**src/rtl/mem_arbiter.sv**
```systemverilog
// Main-memory arbiter: 8-word block fills for I and D, single-word write-through stores for D.
// Define ARB_RR_EN for round-robin I/D priority; the default build gives D fixed priority over I.
module mem_arbiter #(
    parameter int BLOCK_WORDS = 8,
    parameter int ADDR_W      = 16,
    parameter int WIDX_W      = 3
) (
    input  logic              clk,
    input  logic              rst_n,
    input  logic              i_req,
    input  logic [ADDR_W-1:0] i_addr,
    input  logic              d_req,
    input  logic              d_wr,
    input  logic [ADDR_W-1:0] d_addr,
    input  logic [15:0]       d_wdata,
    output logic              i_grant,
    output logic              d_grant,
    output logic              fill_valid,
    output logic [15:0]       fill_data,
    output logic [WIDX_W-1:0] fill_word,
    output logic              fill_done,
    output logic              wr_done,
    output logic              mem_en,
    output logic              mem_wr,
    output logic [ADDR_W-1:0] mem_addr,
    output logic [15:0]       mem_wdata,
    input  logic [15:0]       mem_rdata,
    input  logic              mem_rvalid,
    output logic              busy
);
    localparam int OFF_W = WIDX_W + 1;

    typedef enum logic [1:0] {IDLE = 2'd0, FILL = 2'd1, WRITE = 2'd2} state_e;

    state_e                   state_q;
    logic [ADDR_W-OFF_W-1:0]  blk_q;
    logic [WIDX_W:0]          issue_cnt_q;
    logic [WIDX_W-1:0]        recv_cnt_q;
    logic                     i_grant_q;
    logic                     d_grant_q;
    logic                     mem_en_q;
    logic                     mem_wr_q;
    logic                     wr_done_q;
    logic [ADDR_W-1:0]        mem_addr_q;
    logic [15:0]              mem_wdata_q;
    logic                     pick_d;
    logic                     pick_i;
    logic                     fill_last;
    logic                     unused_addr_bits;
`ifdef ARB_RR_EN
    logic                     prio_d_q;
`endif

    // Low address bits select a word inside the block and never reach the latched block base.
    assign unused_addr_bits = ^{i_addr[OFF_W-1:0], d_addr[OFF_W-1:0]};

    // Arbitration decision for the IDLE sampling edge.
    always_comb begin
        pick_d = 1'b0;
        pick_i = 1'b0;
`ifdef ARB_RR_EN
        if (d_req && (!i_req || prio_d_q)) begin
            pick_d = 1'b1;
        end else if (i_req) begin
            pick_i = 1'b1;
        end else begin
            pick_d = 1'b0;
        end
`else
        if (d_req) begin
            pick_d = 1'b1;
        end else if (i_req) begin
            pick_i = 1'b1;
        end else begin
            pick_d = 1'b0;
        end
`endif
    end

    // Returned data is passed straight through; it is forced to zero whenever no fill word is valid.
    assign fill_valid = (state_q == FILL) && mem_rvalid;
    assign fill_data  = fill_valid ? mem_rdata : 16'h0000;
    assign fill_word  = recv_cnt_q;
    assign fill_last  = fill_valid && (recv_cnt_q == WIDX_W'(BLOCK_WORDS - 1));
    assign fill_done  = fill_last;
    assign i_grant    = i_grant_q;
    assign d_grant    = d_grant_q;
    assign wr_done    = wr_done_q;
    assign mem_en     = mem_en_q;
    assign mem_wr     = mem_wr_q;
    assign mem_addr   = mem_addr_q;
    assign mem_wdata  = mem_wdata_q;
    assign busy       = (state_q != IDLE);

    // Transaction FSM with registered grant and memory-side outputs.
    always_ff @(posedge clk or negedge rst_n) begin
        if (!rst_n) begin
            state_q     <= IDLE;
            blk_q       <= '0;
            issue_cnt_q <= '0;
            recv_cnt_q  <= '0;
            i_grant_q   <= 1'b0;
            d_grant_q   <= 1'b0;
            mem_en_q    <= 1'b0;
            mem_wr_q    <= 1'b0;
            wr_done_q   <= 1'b0;
            mem_addr_q  <= '0;
            mem_wdata_q <= 16'h0000;
`ifdef ARB_RR_EN
            prio_d_q    <= 1'b1;
`endif
        end else if (state_q == IDLE) begin
            if (pick_d) begin
                d_grant_q   <= 1'b1;
                mem_en_q    <= 1'b1;
                mem_wdata_q <= d_wdata;
                blk_q       <= d_addr[ADDR_W-1:OFF_W];
                if (d_wr) begin
                    state_q    <= WRITE;
                    mem_wr_q   <= 1'b1;
                    wr_done_q  <= 1'b1;
                    mem_addr_q <= {d_addr[ADDR_W-1:1], 1'b0};
                end else begin
                    state_q     <= FILL;
                    mem_addr_q  <= {d_addr[ADDR_W-1:OFF_W], {OFF_W{1'b0}}};
                    issue_cnt_q <= OFF_W'(1);
                end
`ifdef ARB_RR_EN
                prio_d_q <= 1'b0;
`endif
            end else if (pick_i) begin
                state_q     <= FILL;
                i_grant_q   <= 1'b1;
                mem_en_q    <= 1'b1;
                blk_q       <= i_addr[ADDR_W-1:OFF_W];
                mem_addr_q  <= {i_addr[ADDR_W-1:OFF_W], {OFF_W{1'b0}}};
                issue_cnt_q <= OFF_W'(1);
`ifdef ARB_RR_EN
                prio_d_q <= 1'b1;
`endif
            end else begin
                state_q <= IDLE;
            end
        end else if ((state_q == FILL) && !fill_last) begin
            // Word offset is OR-ed into the block base, so the fill can never carry out of the block.
            if (!issue_cnt_q[WIDX_W]) begin
                mem_addr_q  <= {blk_q, issue_cnt_q[WIDX_W-1:0], 1'b0};
                issue_cnt_q <= issue_cnt_q + OFF_W'(1);
            end else begin
                mem_en_q   <= 1'b0;
                mem_addr_q <= '0;
            end
            if (mem_rvalid) begin
                recv_cnt_q <= recv_cnt_q + WIDX_W'(1);
            end else begin
                recv_cnt_q <= recv_cnt_q;
            end
        end else begin
            state_q     <= IDLE;
            issue_cnt_q <= '0;
            recv_cnt_q  <= '0;
            i_grant_q   <= 1'b0;
            d_grant_q   <= 1'b0;
            mem_en_q    <= 1'b0;
            mem_wr_q    <= 1'b0;
            wr_done_q   <= 1'b0;
            mem_addr_q  <= '0;
            mem_wdata_q <= 16'h0000;
        end
    end
endmodule

```
**config.mk**
```make
export PLATFORM = sky130hd
export DESIGN_NAME = mem_arbiter
export DESIGN_NICKNAME = d
export VERILOG_FILES = /design/src/rtl/mem_arbiter.sv
export SDC_FILE = /design/constraint.sdc
export NUM_CORES = 1
export LEC_CHECK = 0
export CAP_MARGIN = 10
export CORE_UTILIZATION = 40
export DETAILED_ROUTE_END_ITERATION = 10
export PLACE_DENSITY = 0.85
export SLEW_MARGIN = 20
export SYNTH_ARGS = -nofsm -noshare
export SYNTH_HDL_FRONTEND = slang
export SYNTH_SLANG_ARGS = --single-unit
```
**constraint.sdc**
```tcl
create_clock -name clk -period 2.2 [get_ports clk]
set_input_delay 0.55 -clock clk [delete_from_list [all_inputs] [get_ports clk]]
set_output_delay 0.55 -clock clk [all_outputs]
set_load 0.005 [all_outputs]
```
==> out/metrics.yaml, run 1 <==
outcome:
  status: "complete, no violations"
run:
  cap_violations: 0
synthesis:
  synth_compound_area_share_pct: 18.99
  syn_nets: 328
  syn_area_per_cell_um2: 10.15
  synth_xor_area_share_pct: 0
  syn_area_mm2: 0.002589
  yosysWarnings: 0
  netlist_instances: 255
  synth_mux_area_share_pct: 4.640
  synth_top_family_by_area: "compound AO/OA/AOI/OAI gates"
  synth_fa_ha_area_share_pct: 1.450
  ys_seq_area_share_pct: 54.13
  synthSimpleGateAreaFrac_pct: 15.90
  yosys_register_bits: 56
  synth_cell_type_count: 31
finish:
  area_growth_pct: 60.32
  antenna_cells: 0
  final_cell_area_mm2: 0.004150
  post-route-util_pct: 68.08
  drive_gt1_share_pct: 13.16
  nets: 467
clock_network:
  h-tree-depth: 2
  cts_max_path_buffers: 2
  path_clk_slew_ns: 0.10
  cts.sinks: 56
  root_buffer: "clkbuf_8"
  cts_hold_buf: 0
  numCtsBuffers: 5
  clk_latency_ns: 0.31
  cts_tree: "built"
grt:
  grt_usage_pct: 21.04
  grt_max_degree: 57
  antenna_found_initial: 0
  grt-ovfl-total: 0
  first_global_vias: 2338
  grt_pass1_wl_um: 10680
die:
  initial_core_util_pct: 42.47
  num_rows: 28
  die_x_um: 82.45
  die_y_um: 82.45
  design.die.area_mm2: 0.006797
  core_area_mm2: 0.006096
  ios: 129
route:
  wl_um: 6825
  drc: 0
  firstDrtPassIters: 5
  dr.first_iter.drc_count: 92
  viasPerCell: 5.102
  ant_nets: 0
  wl_per_cell_um: 14.52
  vias: 2398
critical_path:
  endpoint_kind: "output pin"
  arrival_ns: 1.57
  slowest_delay_ns: 0.39
  required_ns: 1.65
  worstSetupPathType: "flip-flop to output pin"
  slowest_stage: "dfrtp_1"
  cp_max_fo: 4
  r2r.worst_path.cells: 6
  reg2reg_to: "mem_wdata[0]"
  rr_startpoint: "fill_word[0]"
  crit_chain: "nand2b_4, nor2_4, buf_6, buf_4, and2_1, clkdlybuf4s15_1"
  r2r_slack_ns: 0.10
  cp-start-kind: "flip-flop"
timing:
  setup_viol: 0
  finalHoldViolCount: 0
  fin_worst_skew_ns: 0.006746
  post-route-period-util_pct: 96.31
  clock.fmax_mhz: 472.0
  worst_hold_slack_ns: 0.2144
  layout_min_cycle_time_ns: 2.119
  relSlewSlack_pct: 26.87
  rsz0062_at_grt: "no"
  tightest_slew_ns: 1.093
  drv_slew: 0
power_and_ir_drop:
  irDropWorstVdd_mv: 0.6500
  cellLeakagePower_nw: 1.887
  p_per_area_mw_per_mm2: 1208
placement:
  gp_congestion: 0.7349
  port_buffers: 122
  dpl_cell_area_mm2: 0.003943
  dpl.hpwl_um: 4779
hold_path:
  hp-class: "input port to async pin"
## how the worst max path moves through the flow
stage	start	endpoint	slack (ns)	cells after the start
after detailed placement	mem_rvalid	fill_data[15]	-0.39	6
after CTS	state_q[1]	fill_data[6]	0.005	7
after global routing	state_q[1]	fill_data[12]	0.004	6
final	state_q[1]	fill_data[15]	0.08	6
after floorplan	state_q[1]	fill_data[10]	0.46	4
after global placement	mem_rvalid	fill_data[5]	-0.34	6
## worst max-delay path: cells and delay by family (launching register included)
family / cells / cell delay, ns
flip-flops: 1 / 0.39
AND/OR/NAND/NOR: 3 / 0.45
buffers and inverters: 3 / 0.43
## area by class of cell
| class | instances | area, µm² |
|---|---|---|
| flip-flops and latches | 56 | 1401 |
| well taps | 75 | 93.84 |
| fillers | 467 | 1946 |
| clock buffers | 5 | 68.82 |
| repair buffers | 149 | 1454 |
| clock inverters | 3 | 26.28 |
| multi-input cells | 177 | 1087 |
| inverters | 5 | 18.77 |
## per-stage QoR
step | power (mW) | setup slack [ns] | std cells | TNS, ns
after floorplan | 3.019 | 0.4605 | 255 | 0
after global placement | 4.223 | -0.3446 | 448 | -8.420
after detailed placement | 4.313 | -0.3881 | 448 | -9.622
after CTS | 5.042 | 0.005130 | 470 | 0
after global routing | 5.397 | 0.004374 | 470 | 0
final | 5.014 | 0.08117 | 470 | 0
## cells in the mapped netlist, drive strengths merged
library cell  number  area, µm²
a211o              1      8.760
a21o               2      15.01
a21oi             47      235.2
a22o              16      140.1
a22oi              4      30.03
a32o               1      10.01
a41oi              1      16.27
and2              18      112.6
buf               14      92.59
clkbuf             3      11.26
conb               1      3.750
dfrtp             56       1401
ha                 3      37.54
inv                5      18.76
mux2i             12      120.1
nand2              7      26.28
nand2b             2      20.02
nor2              49      193.9
nor2b              2      12.51
nor3               1      5.000
nor3b              4      41.29
o21a               1      7.510
o21ai              5      28.78
## cell families (layout without fill, tap and decap cells)
logic type / Yosys count / count (layout)
AO/OA/AOI/OAI: 78 / 78
adder cells (fa/ha/maj): 3 / 3
buffers and inverters: 22 / 162
flip-flops: 56 / 56
multiplexers: 12 / 12
other: 1 / 1
AND/OR/NAND/NOR: 83 / 83
## cell usage in the layout (no fill, tap or decap), drive strengths merged, types with 3 or more instances in the layout
master	Yosys	final
clkdlybuf4s15	0	5
a22o	16	16
buf	14	30
nor3b	4	4
ha	3	3
clkdlybuf4s50	0	101
dlygate4sd2	0	8
and2	18	18
o21ai	5	5
a22oi	4	4
nor2	49	49
mux2i	12	12
a21oi	47	47
clkbuf	3	8
nand2	7	7
dfrtp	56	56
inv	5	6
## metal layers
layer / GRT usage [%] / share of wire [%]
met5: 0 / 0
met2: 38.51 / 50
met3: 5.275 / 8.2
met4: 6.667 / 1.6
met1: 23.82 / 41
## flip-flops by register name, summed over array words and instances, names as in the netlist
signal / cells
mem_wdata: 16
mem_addr: 15
blk_q: 12
issue_cnt_q: 4
fill_word: 3
state_q: 2
d_grant: 1
i_grant: 1
mem_en: 1
wr_done: 1
## power by group
| group | internal (mW) | switching [mW] | total [mW] | leakage [nW] |
|---|---|---|---|---|
| logic | 1.53 | 1.05 | 2.57 | 1.16 |
| clock network | 0.232 | 0.353 | 0.585 | 0.0423 |
| registers | 1.53 | 0.323 | 1.86 | 0.685 |
| total | 3.29 | 1.72 | 5.01 | 1.89 |
## what timing repair did
item	4_1_cts	5_1_grt
endpoints found under the setup margin	18	14
buffers inserted	12	0
pin swaps	2	1
gates cloned	2	0
gates resized for setup	38	12
Power figures use the tool's default switching activity.
==> run 2: changes to the inputs <==
- CORE_UTILIZATION: 40 -> 41
- CTS_BUF_LIST: default -> sky130_fd_sc_hd__clkbuf_8
- CTS_CLUSTER_DIAMETER: default -> 40
- PLACE_DENSITY: 0.85 -> 0.87
==> run 2 against run 1 <==
  * Clock skew down 0.00064 ns
  * Final area shrank 1.9%
  * Non-clock buffer count is 3 lower
  * Sequential share of layout area is 0.66 points higher
  * Clock power up 18%
  * Register-to-register slack gained 0.17 ns
  * Sequential power about the same
  * Utilization fell by 0.14 points
  * Via count fell by 1.8%
  * Wire length down 1.7%
  * Critical path type unchanged
  * Largest power group unchanged
==> out/metrics.yaml, run 2 (synthesis results as in run 1) <==
finish:
  mostFrequentLayoutCell: "clkdlybuf4s50_1"  # unchanged
  final_cell_mix: "clkdlybuf4s50_1, dfrtp_1, a21oi_1"  # unchanged
  drive_gt1_share_pct: 13.27  # was 13.16%
  area_growth_pct: 57.23  # was 60.32%
  nets: 464  # was 467
  antenna_cells: 0  # unchanged
  final_cell_area_mm2: 0.004070  # was 0.004150 mm²
  largest_reg_flops: 16  # unchanged
  stdcell_count: 467  # was 470
  nFillCells: 490  # was 467
  regArea_mm2: 0.001401  # unchanged
  multi_input_comb_area_mm2: 0.001075  # was 0.001087 mm²
  post-route-util_pct: 67.94  # was 68.08%
timing:
  relSlewSlack_pct: 54.15  # was 26.87%
  rsz0062_at_grt: "no"  # unchanged
  tns_ns: 0  # unchanged
  clock.fmax_mhz: 474.3  # was 472.0 MHz
  fin_ws_ns: 0.09173  # was 0.08117 ns
  fin_worst_skew_ns: 0.006107  # was 0.006746 ns
  post-route-period-util_pct: 95.83  # was 96.31%
  drv_slew: 0  # unchanged
  tightest_slew_ns: 0.6877  # was 1.093 ns
  finalHoldViolCount: 0  # unchanged
  worst_hold_slack_ns: 0.3528  # was 0.2144 ns
  layout_min_cycle_time_ns: 2.108  # was 2.119 ns
  setup_viol: 0  # unchanged
clock_network:
  cts_max_path_buffers: 2  # unchanged
  numCtsBuffers: 5  # unchanged
  clk_latency_ns: 0.31  # about the same
  cts_tree: "built"  # unchanged
  h-tree-depth: 2  # unchanged
  root_buffer: "clkbuf_8"  # unchanged
  path_clk_slew_ns: 0.10  # about the same
  cts.sinks: 56  # unchanged
outcome:
  status: "complete, no violations"  # unchanged
die:
  die_x_um: 81.46  # was 82.45 µm
  ios: 129  # unchanged
  die_y_um: 81.46  # was 82.45 µm
  num_rows: 28  # unchanged
  core_area_mm2: 0.005991  # was 0.006096 mm²
  design.die.area_mm2: 0.006636  # was 0.006797 mm²
  initial_core_util_pct: 43.21  # was 42.47%
critical_path:
  r2r_slack_ns: 0.27  # was 0.10 ns
  crit_family: "buffers and inverters"  # was simple AND/OR/NAND/NOR gates
  slowest_stage: "dfrtp_1"  # unchanged
  cpMostUsedCell: "buf_6"
  cp_num_buf_inv: 3  # unchanged
  cp_max_fo: 3  # was 4
  arrival_ns: 1.56  # was 1.57 ns
  crit_chain: "nand2b_4, nor2_4, buf_6, buf_6, and2_1, dlygate4sd2_1"  # was nand2b_4, nor2_4, buf_6, buf_4, and2_1, clkdlybuf4s15_1
  required_ns: 1.65  # about the same
  endpoint_kind: "output pin"  # unchanged
  slowest_delay_ns: 0.39  # about the same
  cp-start-kind: "flip-flop"  # unchanged
  worstSetupPathType: "flip-flop to output pin"  # unchanged
power_and_ir_drop:
  p_int_mw: 3.327  # was 3.291 mW
  p_total_mw: 5.015  # was 5.014 mW
  cellLeakagePower_nw: 1.877  # was 1.887 nW
  switchingPower_mw: 1.688  # was 1.723 mW
  irDropWorstVdd_mv: 0.5831  # was 0.6500 mV
  p_per_area_mw_per_mm2: 1232  # was 1208 mW/mm²
  power_frac_comb_pct: 49.4  # was 51.3%
  swShare_pct: 33.66  # was 34.36%
  p_clk_share_pct: 13.7  # was 11.7%
  sequentialPowerShare_pct: 36.9  # was 37.0%
route:
  vias: 2354  # was 2398
  dr.first_iter.drc_count: 95  # was 92
  wl_per_cell_um: 14.36  # was 14.52 µm
  viasPerCell: 5.041  # was 5.102
  firstDrtPassIters: 4  # was 5
  ant_nets: 0  # unchanged
  drc: 0  # unchanged
  wl_um: 6708  # was 6825 µm
placement:
  dpl_cell_area_mm2: 0.003900  # was 0.003943 mm²
  dpl_worst_slack_ns: -0.3633  # was -0.3881 ns
  port_buffers: 122  # unchanged
  dp_cells: 449  # was 448
  dpl.hpwl_um: 4699  # was 4779 µm
  gp_congestion: 0.7585  # was 0.7349
grt:
  grt-ovfl-total: 0  # unchanged
  first_global_vias: 2333  # was 2338
  antenna_found_initial: 0  # unchanged
  grt_max_degree: 57  # unchanged
  grt_usage_pct: 21.22  # was 21.04%
  grt_pass1_wl_um: 10780  # was 10680 µm
hold_path:
  hp-class: "input port to async pin"  # unchanged
run:
  cap_violations: 0  # unchanged
[run 2: final cells by class]
cell class	count	area share (%)
clock buffer	5	1.691
clock inverter	3	1.137
inverter	5	0.4611
multi-input combinational	177	26.41
sequential	56	34.43
tap	75	2.306
timing repair buffer	146	33.57
[run 2: path summary, 6_finish.rpt]
check,end,startpoint,depth (start not counted)
min,blk_q[10],rst_n,2
max,fill_data[11],state_q[1],6
min in group clk,d_grant,d_grant,1
max reg2reg,mem_wdata[1],fill_word[0],6
min reg2reg,d_grant,d_grant,1
max in group asynchronous,mem_addr[2],rst_n,2
[run 2: power groups by stage]
| stage | clock [mW] | sequential, mW | combinational [mW] |
|---|---|---|---|
| final | 0.688 | 1.85 | 2.48 |
| after global routing | 0.748 | 1.91 | 2.73 |
| after CTS | 0.708 | 1.85 | 2.52 |
| after detailed placement | 0 | 1.86 | 2.42 |
| after global placement | 0 | 1.85 | 2.34 |
| after floorplan | 0 | 1.86 | 1.16 |
[run 2: timing repair]
item,in CTS,in global routing
hold buffers,0,0
resized for setup,39,14
cloned,3,0
endpoints found under the hold margin,0,0
pin swaps,1,1
endpoints found under the setup margin,30,13
setup buffers,8,0
[run 2: worst register-to-register path, cell delays in order (launching register included)]
cell and delay, ns:
dfrtp_1 0.43, ha_1 0.22, ha_1 0.24, nand2_1 0.12, a21oi_1 0.08, nor2_2 0.53, a22o_1 0.25
[run 2: routing by layer]
metal  up-vias  global-route usage, %  wire (µm)
met5         -                      0          0
met4         0                  4.286         46
met3         7                  5.778        562
met2        93                  35.83       3234
met1      1107                  27.27       2865
li1       1147                      -          -
